--- src/rtl/ulpi_rx_packet_pkg.sv ---
// Shared ULPI receive definitions: RX CMD field encodings, USB packet limits
// and the framer state type.
package ulpi_rx_packet_pkg;

    // RxEvent field, RX CMD bits [5:4]
    typedef enum logic [1:0] {
        RXEV_INACTIVE  = 2'b00,
        RXEV_ACTIVE    = 2'b01,
        RXEV_HOST_DISC = 2'b10,
        RXEV_ERROR     = 2'b11
    } rx_event_e;

    // LineState field, RX CMD bits [1:0]
    typedef enum logic [1:0] {
        LS_SE0 = 2'b00,
        LS_J   = 2'b01,
        LS_K   = 2'b10,
        LS_SE1 = 2'b11
    } line_state_e;

    // PID + 1024 payload bytes + CRC16
    localparam int USB_MAX_PKT_LEN = 1027;

    typedef enum logic [1:0] {
        ST_SYNC,
        ST_IDLE,
        ST_RECV,
        ST_DROP
    } rx_state_e;

    // Host-disconnect is not tracked, so it counts as a plain active report.
    function automatic logic rxev_is_active(input rx_event_e ev);
        return (ev == RXEV_ACTIVE) || (ev == RXEV_HOST_DISC);
    endfunction

endpackage

--- src/rtl/ulpi_rx_packet.sv ---
// ULPI receive framer: splits RX CMDs from packet bytes and re-emits each USB
// packet as a byte-wide stream, delayed by one byte so tlast lands on the last byte.
module ulpi_rx_packet
    import ulpi_rx_packet_pkg::*;
#(
    parameter int MAX_PKT_LEN = USB_MAX_PKT_LEN
) (
    input  logic       clock,
    input  logic       reset,
    input  logic       ulpi_dir_i,
    input  logic       ulpi_nxt_i,
    input  logic [7:0] ulpi_data_i,
    output logic       m_tvalid_o,
    input  logic       m_tready_i,
    output logic       m_tlast_o,
    output logic [7:0] m_tdata_o,
    output logic       rx_active_o,
    output logic [1:0] line_state_o,
    output logic       rx_error_o
);

    localparam int               LEN_W   = $clog2(MAX_PKT_LEN + 1);
    localparam logic [LEN_W-1:0] LEN_MAX = LEN_W'(MAX_PKT_LEN);

    rx_state_e        state;
    rx_state_e        state_nxt;
    logic             dir_q;
    logic [7:0]       hold_data;
    logic             hold_full;
    logic [LEN_W-1:0] len;

    rx_event_e rx_event;
    logic      turnaround;
    logic      data_byte;
    logic      rx_cmd;
    logic      dir_fall;
    logic      eop;
    logic      start_cmd;
    logic      error_cmd;

    logic emit;
    logic emit_last;
    logic fsm_error;
    logic load_byte;
    logic clear_pkt;

    // Bus-cycle classification; turnaround cycles carry no valid data.
    assign rx_event   = rx_event_e'(ulpi_data_i[5:4]);
    assign turnaround = ulpi_dir_i && !dir_q;
    assign data_byte  = ulpi_dir_i && dir_q && ulpi_nxt_i;
    assign rx_cmd     = ulpi_dir_i && dir_q && !ulpi_nxt_i;
    assign dir_fall   = !ulpi_dir_i && dir_q;
    assign start_cmd  = rx_cmd && rxev_is_active(rx_event);
    assign error_cmd  = rx_cmd && (rx_event == RXEV_ERROR);
    assign eop        = (rx_cmd && (rx_event == RXEV_INACTIVE)) || dir_fall;

    // NOTE: sequential state uses non-blocking assignments so every register
    // samples pre-edge values regardless of block evaluation order.
    always_ff @(posedge clock) begin
        if (reset) begin
            state <= ST_SYNC;
            dir_q <= 1'b0;
        end else begin
            state <= state_nxt;
            dir_q <= ulpi_dir_i;
        end
    end

    // NOTE: every output of this block gets a default first; a path that
    // left one unassigned would infer a latch.
    always_comb begin
        state_nxt = state;
        emit      = 1'b0;
        emit_last = 1'b0;
        fsm_error = 1'b0;
        load_byte = 1'b0;
        clear_pkt = 1'b0;
        case (state)
            ST_SYNC: begin
                if ((rx_cmd && (rx_event == RXEV_INACTIVE)) || !ulpi_dir_i)
                    state_nxt = ST_IDLE;
            end
            ST_IDLE: begin
                if (start_cmd || (turnaround && ulpi_nxt_i)) begin
                    clear_pkt = 1'b1;
                    state_nxt = ST_RECV;
                end else if (error_cmd) begin
                    fsm_error = 1'b1;
                    state_nxt = ST_DROP;
                end
            end
            ST_RECV: begin
                if (eop) begin
                    emit      = hold_full;
                    emit_last = hold_full;
                    state_nxt = ST_IDLE;
                end else if (error_cmd || (data_byte && (len == LEN_MAX))) begin
                    emit      = hold_full;
                    emit_last = hold_full;
                    fsm_error = 1'b1;
                    state_nxt = ST_DROP;
                end else if (data_byte) begin
                    emit      = hold_full;
                    load_byte = 1'b1;
                end
            end
            ST_DROP: begin
                if (eop)
                    state_nxt = ST_IDLE;
            end
            default: state_nxt = ST_SYNC;
        endcase
    end

    always_ff @(posedge clock) begin
        if (reset || clear_pkt) begin
            hold_full <= 1'b0;
            len       <= '0;
        end else if (load_byte) begin
            hold_full <= 1'b1;
            if (len != LEN_MAX)
                len <= len + 1'b1;
        end
    end

    // NOTE: the byte holder has no reset; hold_full alone says whether it is valid.
    always_ff @(posedge clock) begin
        if (load_byte)
            hold_data <= ulpi_data_i;
    end

    always_ff @(posedge clock) begin
        if (reset) begin
            m_tvalid_o   <= 1'b0;
            m_tlast_o    <= 1'b0;
            m_tdata_o    <= 8'h00;
            rx_active_o  <= 1'b0;
            line_state_o <= LS_SE0;
            rx_error_o   <= 1'b0;
        end else begin
            m_tvalid_o <= emit;
            m_tlast_o  <= emit_last;
            if (emit)
                m_tdata_o <= hold_data;
            // A beat refused by the sink is lost; flag it one cycle later.
            rx_error_o <= fsm_error || (m_tvalid_o && !m_tready_i);
            if (rx_cmd)
                line_state_o <= ulpi_data_i[1:0];
            if (rx_cmd)
                rx_active_o <= (rx_event != RXEV_INACTIVE);
            else if (turnaround && ulpi_nxt_i)
                rx_active_o <= 1'b1;
            else if (dir_fall)
                rx_active_o <= 1'b0;
        end
    end

endmodule

--- config.mk ---
export PLATFORM = sky130hd
export DESIGN_NAME = ulpi_rx_packet
export DESIGN_NICKNAME = d
export VERILOG_FILES = /design/src/rtl/ulpi_rx_packet_pkg.sv /design/src/rtl/ulpi_rx_packet.sv
export SDC_FILE = /design/constraint.sdc
export NUM_CORES = 1
export LEC_CHECK = 0
export BUFFER_PORTS_ARGS = -buffer_cell sky130_fd_sc_hd__buf_2
export CORE_UTILIZATION = 50
export DETAILED_ROUTE_END_ITERATION = 12
export GPL_TIMING_DRIVEN = 0
export PLACE_DENSITY = 0.74
export SYNTH_ARGS = -nofsm -noshare
export SYNTH_HDL_FRONTEND = slang
export SYNTH_SLANG_ARGS = --single-unit
--- constraint.sdc ---
create_clock -name clock -period 1.9 [get_ports clock]
set_input_delay 0.38 -clock clock [delete_from_list [all_inputs] [get_ports clock]]
set_output_delay 0.38 -clock clock [all_outputs]
set_load 0.01 [all_outputs]
==> results of run 1 <==
[through the flow]
stage	instance area, um2	utilization (%)	total power [uW]	setup slack (ns)
floorplan	1760	-	1010	0.158
global placement	1940	57.6	1060	-0.132
detailed placement	1940	57.6	1070	-0.234
CTS	2070	61.7	1770	0.0854
global route	2080	61.9	1830	0.000870
finish	2080	61.9	1770	0.0966
[registers in the layout, summed over array words and instances, names as in the netlist]
signal	flops
hold_data	8
m_tvalid_o	1
rx_active_o	1
line_state_o	2
m_tdata_o	8
hold_full	1
rx_error_o	1
dir_q	1
m_tlast_o	1
len	11
state	2
[kinds of logic after synthesis]
kind of cell             synth area share [%]
AND/OR/NAND/NOR                          20.2
flip-flops                               46.7
AO/OA/AOI/OAI                            9.53
buffers and inverters                    6.19
multiplexers                             7.47
XOR/XNOR                                 4.98
adder cells (fa/ha/maj)                  4.98
[placed cells by master (no fill, tap or decap), drive strengths merged]
| cell | n |
|---|---|
| a41oi | 2 |
| a31oi | 4 |
| xor2 | 7 |
| o21a | 1 |
| clkbuf | 9 |
| and3 | 1 |
| nor3 | 2 |
| nor2 | 31 |
| nor4 | 1 |
| nand2 | 12 |
| o2111ai | 1 |
| a211oi | 2 |
| ha | 7 |
| mux2 | 1 |
| o21ai | 1 |
| nand4 | 5 |
| o2bb2ai | 1 |
| xnor2 | 3 |
| and3b | 1 |
| bufinv | 2 |
| dfxtp | 29 |
| and2b | 2 |
| mux2i | 12 |
| edfxtp | 8 |
| clkdlybuf4s50 | 1 |
| and2 | 4 |
| and4 | 1 |
| nor4b | 1 |
| o31ai | 2 |
| nand3 | 4 |
| a21oi | 1 |
| nand3b | 1 |
| inv | 11 |
| buf | 31 |
| o32ai | 2 |
| o311ai | 1 |
| a21o | 1 |
[power breakdown]
group | total (uW) | switching (uW) | internal (uW)
clock network | 700 | 286 | 414
logic | 227 | 134 | 92.7
registers | 839 | 19.8 | 820
total | 1770 | 440 | 1330
[per-layer routing]
metal / global-route usage [%] / up-vias / share of wire, %
met5: 0 / - / 0
met4: 10.1 / 0 / 2.4
met3: 6.09 / 8 / 5.1
met2: 36.0 / 39 / 49
met1: 24.2 / 643 / 43
li1: - / 662 / -
[worst max-delay path: stages (launching register included)]
cell and delay (ns):
dfxtp_1 0.37, inv_1 0.11, ha_1 0.15, clkbuf_2 0.20, and4_1 0.29, nand3_2 0.14, nor3_2 0.22, xnor2_1 0.16
nor2_1 0.06
[cells in the mapped netlist (2+ instances only)]
cell type	number
buf_2	3
and2_1	2
xor2_1	7
o31ai_1	2
nand2_1	12
buf_6	2
xnor2_1	3
and2b_2	2
nor2_1	31
o32ai_1	2
nand4_1	5
a31oi_1	3
inv_1	10
dfxtp_1	29
a211oi_1	2
nand3_1	4
edfxtp_1	8
mux2i_1	12
ha_1	7
[what timing repair did]
item                       CTS  global route
setup endpoints to repair   13             4
resized for setup            1             2
pin swaps                    0             1
setup buffers                3             0
[area by class of cell]
| type | instances | area [um2] | share of cell area, % |
|---|---|---|---|
| inverters | 10 | 37.5 | 1.80 |
| plain buffers | 9 | 73.8 | 3.55 |
| clock buffers | 5 | 37.5 | 1.80 |
| flip-flops and latches | 37 | 821 | 39.4 |
| repair buffers | 27 | 143 | 6.85 |
| clock inverters | 3 | 68.8 | 3.31 |
| multi-input cells | 115 | 843 | 40.5 |
| well taps | 46 | 57.6 | 2.76 |
[worst paths after layout]
check,startpoint,end,slack [ns]
worst max-delay path,state[0]$_SDFFE_PP0P_,len[10]$_SDFFE_PP0P_,0.1
worst min register to register,hold_full$_SDFFE_PP0P_,m_tlast_o$_SDFF_PP0_,0.48
worst max register to register,state[0]$_SDFFE_PP0P_,len[10]$_SDFFE_PP0P_,0.1
worst min-delay path,m_tready_i,rx_error_o$_SDFF_PP0_,0.19
==> flow_summary.toml, run 1 <==
[outcome]
outcome = "finished clean"

[route]
route.vias.total = 1352
routedWlPerCell_um = 14.3
dr.first_iter.drc_count = 63
vias_per_cell = 5.37
drt_pass1_iterations = 4
drc = 0
antenna_left = 0
postRouteWirelength_um = 3610

[place]
gp_congestion = 0.864
placed_cells = 241
place_hpwl_um = 2540
portBuffers = 24

[clocking]
htree_levels = 2
root_buffer = "clkbuf_4"
clockBufferDepth = 2
cts.sinks = 37
insertion_delay_ns = 0.36
clk_transition_reported_paths_ns = 0.12
cts_tree = "done"
holdBufCountCts = 0
numCtsBuffers = 5

[die]
ios = 27
row_count = 21
floorplan.initialDensity_pct = 52.3
core_um2 = 3360
die_y_um = 61.3
fp.dieArea_um2 = 3760
die_x_um = 61.3

[sta]
setup_viol = 0
fin_worst_skew_ns = 0.0139
post-route-min-period_ns = 1.80
fmaxAchievable_ghz = 0.555
finalHoldViolCount = 0
rsz0062_at_grt = "no"
finalCritPeriodShare_pct = 94.9
worst_slew_pin_slew_ns = 0.501
slew_violations = 0
relSlewSlack_pct = 66.1
holdWs_ns = 0.191
finalSetupTns_ns = 0

[finish]
fin_nets = 225
nFillCells = 302
antenna_cells = 0
finalNonFillerCells = 252
drive_above_1_share_pct = 27.2
areaGrowthSynthToFinish_pct = 18.4

[synth]
synth-edff-count = 8
synthCells = 171
yosysTopAreaCell = "dfxtp_1"
ys_seq_area_share_pct = 46.7
ys_seq_elements = 37
synth_nets = 191
syn-cell-area_um2 = 1760
synth_cell_types = 44
synth_ff_type = "dfxtp_1"
syn_avg_cell_area_um2 = 10.3
netlist.area_leader.share_pct = 33.0
synth-async-reset-ratio_pct = 0
ys_top_cells_by_area = "dfxtp_1 33%, edfxtp_1 14%, mux2i_1 6.8%, nor2_1 6.6%, ha_1 5.0%"
ys_warn_count = 0

[worst_setup_path]
critical_path_class = "register to register"
r2r_cells = 8
end_kind = "register"
critical_path_required_ns = 2.16
cp_max_fo = 8
startpoint_type = "register"
arrival_ns = 2.06

[global_route]
grt_pass1_vias = 1267
antenna_found_initial = 0
grt_pass1_wl_um = 5620
track_usage_pct = 21.1
grt-ovfl-total = 0
grt_max_degree = 14

[power]
powerDensity_nw_per_um2 = 848
ir_drop_v = 0.000367
power_leakage_uw = 0.000826

[run]
cap_violations = 0

[min_path]
hold-path-cell-count = 2
hold_class = "input pin to register"
No activity file was read; power rests on OpenSTA's default activity.
==> run 2: changes to the inputs <==
--- a/config.mk
+++ b/config.mk
@@ -6,6 +6,7 @@
 export NUM_CORES = 1
 export LEC_CHECK = 0
 export BUFFER_PORTS_ARGS = -buffer_cell sky130_fd_sc_hd__buf_2
+export CORE_ASPECT_RATIO = 1.25
 export CORE_UTILIZATION = 50
 export DETAILED_ROUTE_END_ITERATION = 12
 export GPL_TIMING_DRIVEN = 0
==> flow_summary.toml, run 2 (synthesis gave the netlist of run 1 again) <==
[finish]
ff_latch_area_um2 = 821
drive_above_1_share_pct = 27.1
final_cell_mix = "31 x nor2_1, 29 x dfxtp_1, 27 x buf_2"
antenna_cells = 0
multi_input_area_um2 = 838
regMostFlops = "len"
nFillCells = 300
layout_commonest_cell = "nor2_1"
areaGrowthSynthToFinish_pct = 16.6
finalNonFillerCells = 244
reg_top3 = "len: 11 flops, hold_data: 8 flops, m_tdata_o: 8 flops"
largest_reg_flops = 11
fin_nets = 226

[clocking]
insertion_delay_ns = 0.28
clk_transition_reported_paths_ns = 0.07
numCtsBuffers = 5
cts.sinks = 37
htree_levels = 2
cts_tree = "done"
root_buffer = "clkbuf_8"
clockBufferDepth = 2

[route]
drc = 0
route.vias.total = 1295
wl_met2_um = 1750
antenna_left = 0
dr.first_iter.drc_count = 11
top_layer_used = "met4"
met3_length_um = 102
wl_met1_um = 1440
vias_per_cell = 5.31
drt_pass1_iterations = 4
postRouteWirelength_um = 3400
routedWlPerCell_um = 13.9

[sta]
slew_violations = 0
worst_slew_pin_slew_ns = 0.483
finalHoldViolCount = 0
rsz0062_at_grt = "no"
fin_worst_skew_ns = 0.00549
finalCritPeriodShare_pct = 91.3
relSlewSlack_pct = 67.3
layout_setup_ws_ns = 0.165
fmaxAchievable_ghz = 0.576
holdWs_ns = 0.265
setup_viol = 0
post-route-min-period_ns = 1.73

[worst_setup_path]
r2r-start = "state[0]$_SDFFE_PP0P_"
critical_path_required_ns = 2.07
startpoint_type = "register"
crit_path_max_incr_delay_ns = 0.34
end_kind = "register"
reg2reg_to = "len[1]$_SDFFE_PP0P_"
crit_chain = "inv_1, ha_1, clkbuf_2, nand4_1, a31oi_4, buf_4, mux2i_1, nor2_1"
critical_path_class = "register to register"
arrival_ns = 1.91
r2r_setup_slack_ns = 0.17
cp_max_fo = 8
r2r_cells = 8
slowest_stage = "dfxtp_1"

[die]
die_y_um = 68.3
fp.dieArea_um2 = 3760
ios = 27
core_um2 = 3280
die_x_um = 55.1
floorplan.initialDensity_pct = 53.6
row_count = 23

[min_path]
min_to = "hold_data[7]$_DFFE_PP_"
hold_class = "input pin to register"
hold-path-cell-count = 1
min_from = "ulpi_data_i[7]"

[place]
portBuffers = 24
placed_cells = 232
pre_cts_ws_ns = -0.228
place_hpwl_um = 2510
gp_congestion = 0.895

[global_route]
antenna_found_initial = 0
track_usage_pct = 20.6
grt_pass1_wl_um = 5460
grt-ovfl-total = 0
grt_pass1_vias = 1335
grt_max_degree = 13

[run]
cap_violations = 0

[outcome]
outcome = "finished clean"

[power]
power.total_uw = 1580
ir_drop_v = 0.000611
power_leakage_uw = 0.000820
powerDensity_nw_per_um2 = 771
## run 2: metal layers
layer / track usage, % / up-vias
met3: 5.56 / 11
met5: 0 / -
met4: 11.9 / 0
met2: 37.2 / 23
met1: 20.2 / 602
li1: - / 659
## run 2: timing repair
item                                    4_1_cts  5_1_grt
hold buffers                                  0        0
endpoints found under the setup margin       13        0
resized for setup                             1        0
buffers inserted                              4        0
## run 2: final cells by class
class                      instances  share of cell area [%]
multi-input combinational        115                    40.9
sequential                        37                    40.0
timing repair buffer              28                    7.32
buffer                             9                    3.48
clock buffer                       5                    3.36
tap                               37                    2.26
inverter                          10                    1.83
clock inverter                     3                   0.854
## run 2: power by group
group / internal (uW) / leakage [uW] / switching [uW]
Clock: 253 / 0.0000439 / 271
Combinational: 92.8 / 0.000470 / 129
Sequential: 819 / 0.000306 / 15.8
Total: 1160 / 0.000820 / 416
## run 2: worst max-delay path by stage
stage	start	end	slack, ns	cells past startpoint
after floorplan	state[0]$_SDFFE_PP0P_	len[9]$_SDFFE_PP0P_	0.16	8
after global placement	state[0]$_SDFFE_PP0P_	len[9]$_SDFFE_PP0P_	-0.14	8
after detailed placement	state[0]$_SDFFE_PP0P_	len[9]$_SDFFE_PP0P_	-0.23	8
after CTS	state[0]$_SDFFE_PP0P_	len[10]$_SDFFE_PP0P_	0.16	8
after global routing	state[0]$_SDFFE_PP0P_	len[1]$_SDFFE_PP0P_	0.02	8
final	state[0]$_SDFFE_PP0P_	len[1]$_SDFFE_PP0P_	0.17	8
## run 2: stage by stage
step                area [um2]  util, %  setup TNS, ns
finish                    2050     62.5              0
global route              2050     62.5              0
CTS                       2050     62.5              0
detailed placement        1930     58.7          -1.69
global placement          1930     58.7          -1.12
floorplan                 1760        -              0
## run 2: worst max-delay path: cells and delay by family, from the launching register on
family                     cells  cell delay [ns]
and+or+nand+nor                2             0.25
AOI/OAI and AO/OA              1             0.23
adders and majority gates      1             0.14
muxes                          1             0.23
buffers and inverters          3             0.44
DFF                            1             0.34
==> run 3: changes to the inputs <==
--- a/config.mk
+++ b/config.mk
@@ -5,7 +5,7 @@
 export SDC_FILE = /design/constraint.sdc
 export NUM_CORES = 1
 export LEC_CHECK = 0
-export BUFFER_PORTS_ARGS = -buffer_cell sky130_fd_sc_hd__buf_2
+export BUFFER_PORTS_ARGS = -buffer_cell sky130_fd_sc_hd__buf_4
 export CORE_ASPECT_RATIO = 1.25
 export CORE_UTILIZATION = 50
 export DETAILED_ROUTE_END_ITERATION = 12
==> flow_summary.toml, run 3 (synthesis gave the netlist of run 1 again) <==
[outcome]
outcome = "finished clean"

[min_path]
hold_class = "input pin to register"

[clocking]
cts_tree = "done"
insertion_delay_ns = 0.30
root_buffer = "clkbuf_8"
clk_transition_reported_paths_ns = 0.08
numCtsBuffers = 5
clockBufferDepth = 2
holdBufCountCts = 0
cts.sinks = 37
htree_levels = 2

[global_route]
grt-ovfl-total = 0
grt_pass1_vias = 1275
grt_max_degree = 14
antenna_found_initial = 0
track_usage_pct = 20.7
grt_pass1_wl_um = 5400

[route]
vias_per_cell = 5.39
antenna_left = 0
postRouteWirelength_um = 3410
drc = 0
dr.first_iter.drc_count = 31
route.vias.total = 1305
drt_pass1_iterations = 4
routedWlPerCell_um = 14.1

[power]
power_leakage_uw = 0.000832
powerDensity_nw_per_um2 = 810
ir_drop_v = 0.000684

[die]
fp.dieArea_um2 = 3760
core_um2 = 3280
die_x_um = 55.1
floorplan.initialDensity_pct = 53.6
row_count = 23
die_y_um = 68.3
ios = 27

[finish]
layout_commonest_cell = "nor2_1"
antenna_cells = 0
fin_nets = 224
final_cell_mix = "31 x nor2_1, 29 x dfxtp_1, 24 x buf_4"
regMostFlops = "len"
drive_above_1_share_pct = 26.3
reg_top3 = "len: 11 flops, hold_data: 8 flops, m_tdata_o: 8 flops"
areaGrowthSynthToFinish_pct = 22.2
largest_reg_flops = 11

[sta]
fin_worst_skew_ns = 0.0105
finalSetupTns_ns = 0
holdWs_ns = 0.253
relSlewSlack_pct = 68.5
fmaxAchievable_ghz = 0.562
finalCritPeriodShare_pct = 93.7
post-route-min-period_ns = 1.78
rsz0062_at_grt = "no"
setup_viol = 0
finalHoldViolCount = 0
slew_violations = 0
worst_slew_pin_slew_ns = 0.465

[worst_setup_path]
startpoint_type = "register"
arrival_ns = 1.96
cp_max_fo = 8
critical_path_required_ns = 2.08
critical_path_class = "register to register"
end_kind = "register"

[run]
cap_violations = 0

[place]
place_hpwl_um = 2460
portBuffers = 24
gp_congestion = 0.907
-- run 3: cell count changes in the layout (fill, tap and decap cells not counted), sizes merged --
cell    change
bufinv      +1
clkinv      -1
buf         -2
-- run 3: timing repair --
| item | CTS | global route |
|---|---|---|
| buffers inserted | 0 | 2 |
| setup endpoints to repair | 13 | 13 |
| pin swaps | 0 | 0 |
| gates resized for setup | 1 | 0 |
-- run 3: final timing paths --
kind                     startpoint                     end  slack [ns]  depth (start not counted)
min reg2reg  hold_full$_SDFFE_PP0P_    m_tlast_o$_SDFF_PP0_        0.49                          2
max reg2reg   state[0]$_SDFFE_PP0P_    len[10]$_SDFFE_PP0P_        0.12                          8
min                  ulpi_data_i[7]  hold_data[7]$_DFFE_PP_        0.25                          1
max           state[0]$_SDFFE_PP0P_    len[10]$_SDFFE_PP0P_        0.12                          8
-- run 3: per-stage QoR --
step	setup WS (ns)	area [um2]	cells	util, %	power (uW)
after floorplan	0.158	1760	171	-	1010
after global placement	-0.151	1990	232	60.5	1070
after global routing	0.00792	2150	242	65.5	1820
after detailed placement	-0.229	1990	232	60.5	1080
after CTS	0.00599	2110	240	64.3	1750
final	0.120	2150	242	65.5	1740
-- run 3: where the power goes --
| part | switching [uW] | leakage [uW] | total [uW] | internal (uW) |
|---|---|---|---|---|
| registers | 16.1 | 0.000306 | 836 | 819 |
| logic | 129 | 0.000471 | 229 | 100 |
| clock network | 285 | 0.0000543 | 677 | 392 |
-- run 3: layer usage --
| layer | share of wire [%] | GRT usage (%) | vias up |
|---|---|---|---|
| met5 | 0 | 0 | - |
| met4 | 2.4 | 12.5 | 0 |
| met3 | 3.7 | 5.33 | 9 |
| met2 | 54 | 38.3 | 31 |
| met1 | 40 | 19.5 | 613 |
| li1 | - | - | 652 |
-- run 3: final cells by class --
| cell class | instances | area, um2 |
|---|---|---|
| Clock buffer | 5 | 68.8 |
| Clock inverter | 3 | 46.3 |
| Fill cell | 278 | 1130 |
| Tap cell | 37 | 46.3 |
| Multi-Input combinational cell | 115 | 838 |
| Inverter | 10 | 37.5 |
| Buffer | 9 | 71.3 |
| Sequential cell | 37 | 821 |
| Timing Repair Buffer | 26 | 220 |
-- run 3: worst max-delay path, stage by stage (launching register included) --
cell,delay (ns)
dfxtp_1,0.34
inv_1,0.09
ha_1,0.15
clkbuf_2,0.20
and4_1,0.29
nand3_1,0.17
nor3_2,0.24
xnor2_1,0.14
nor2_1,0.05
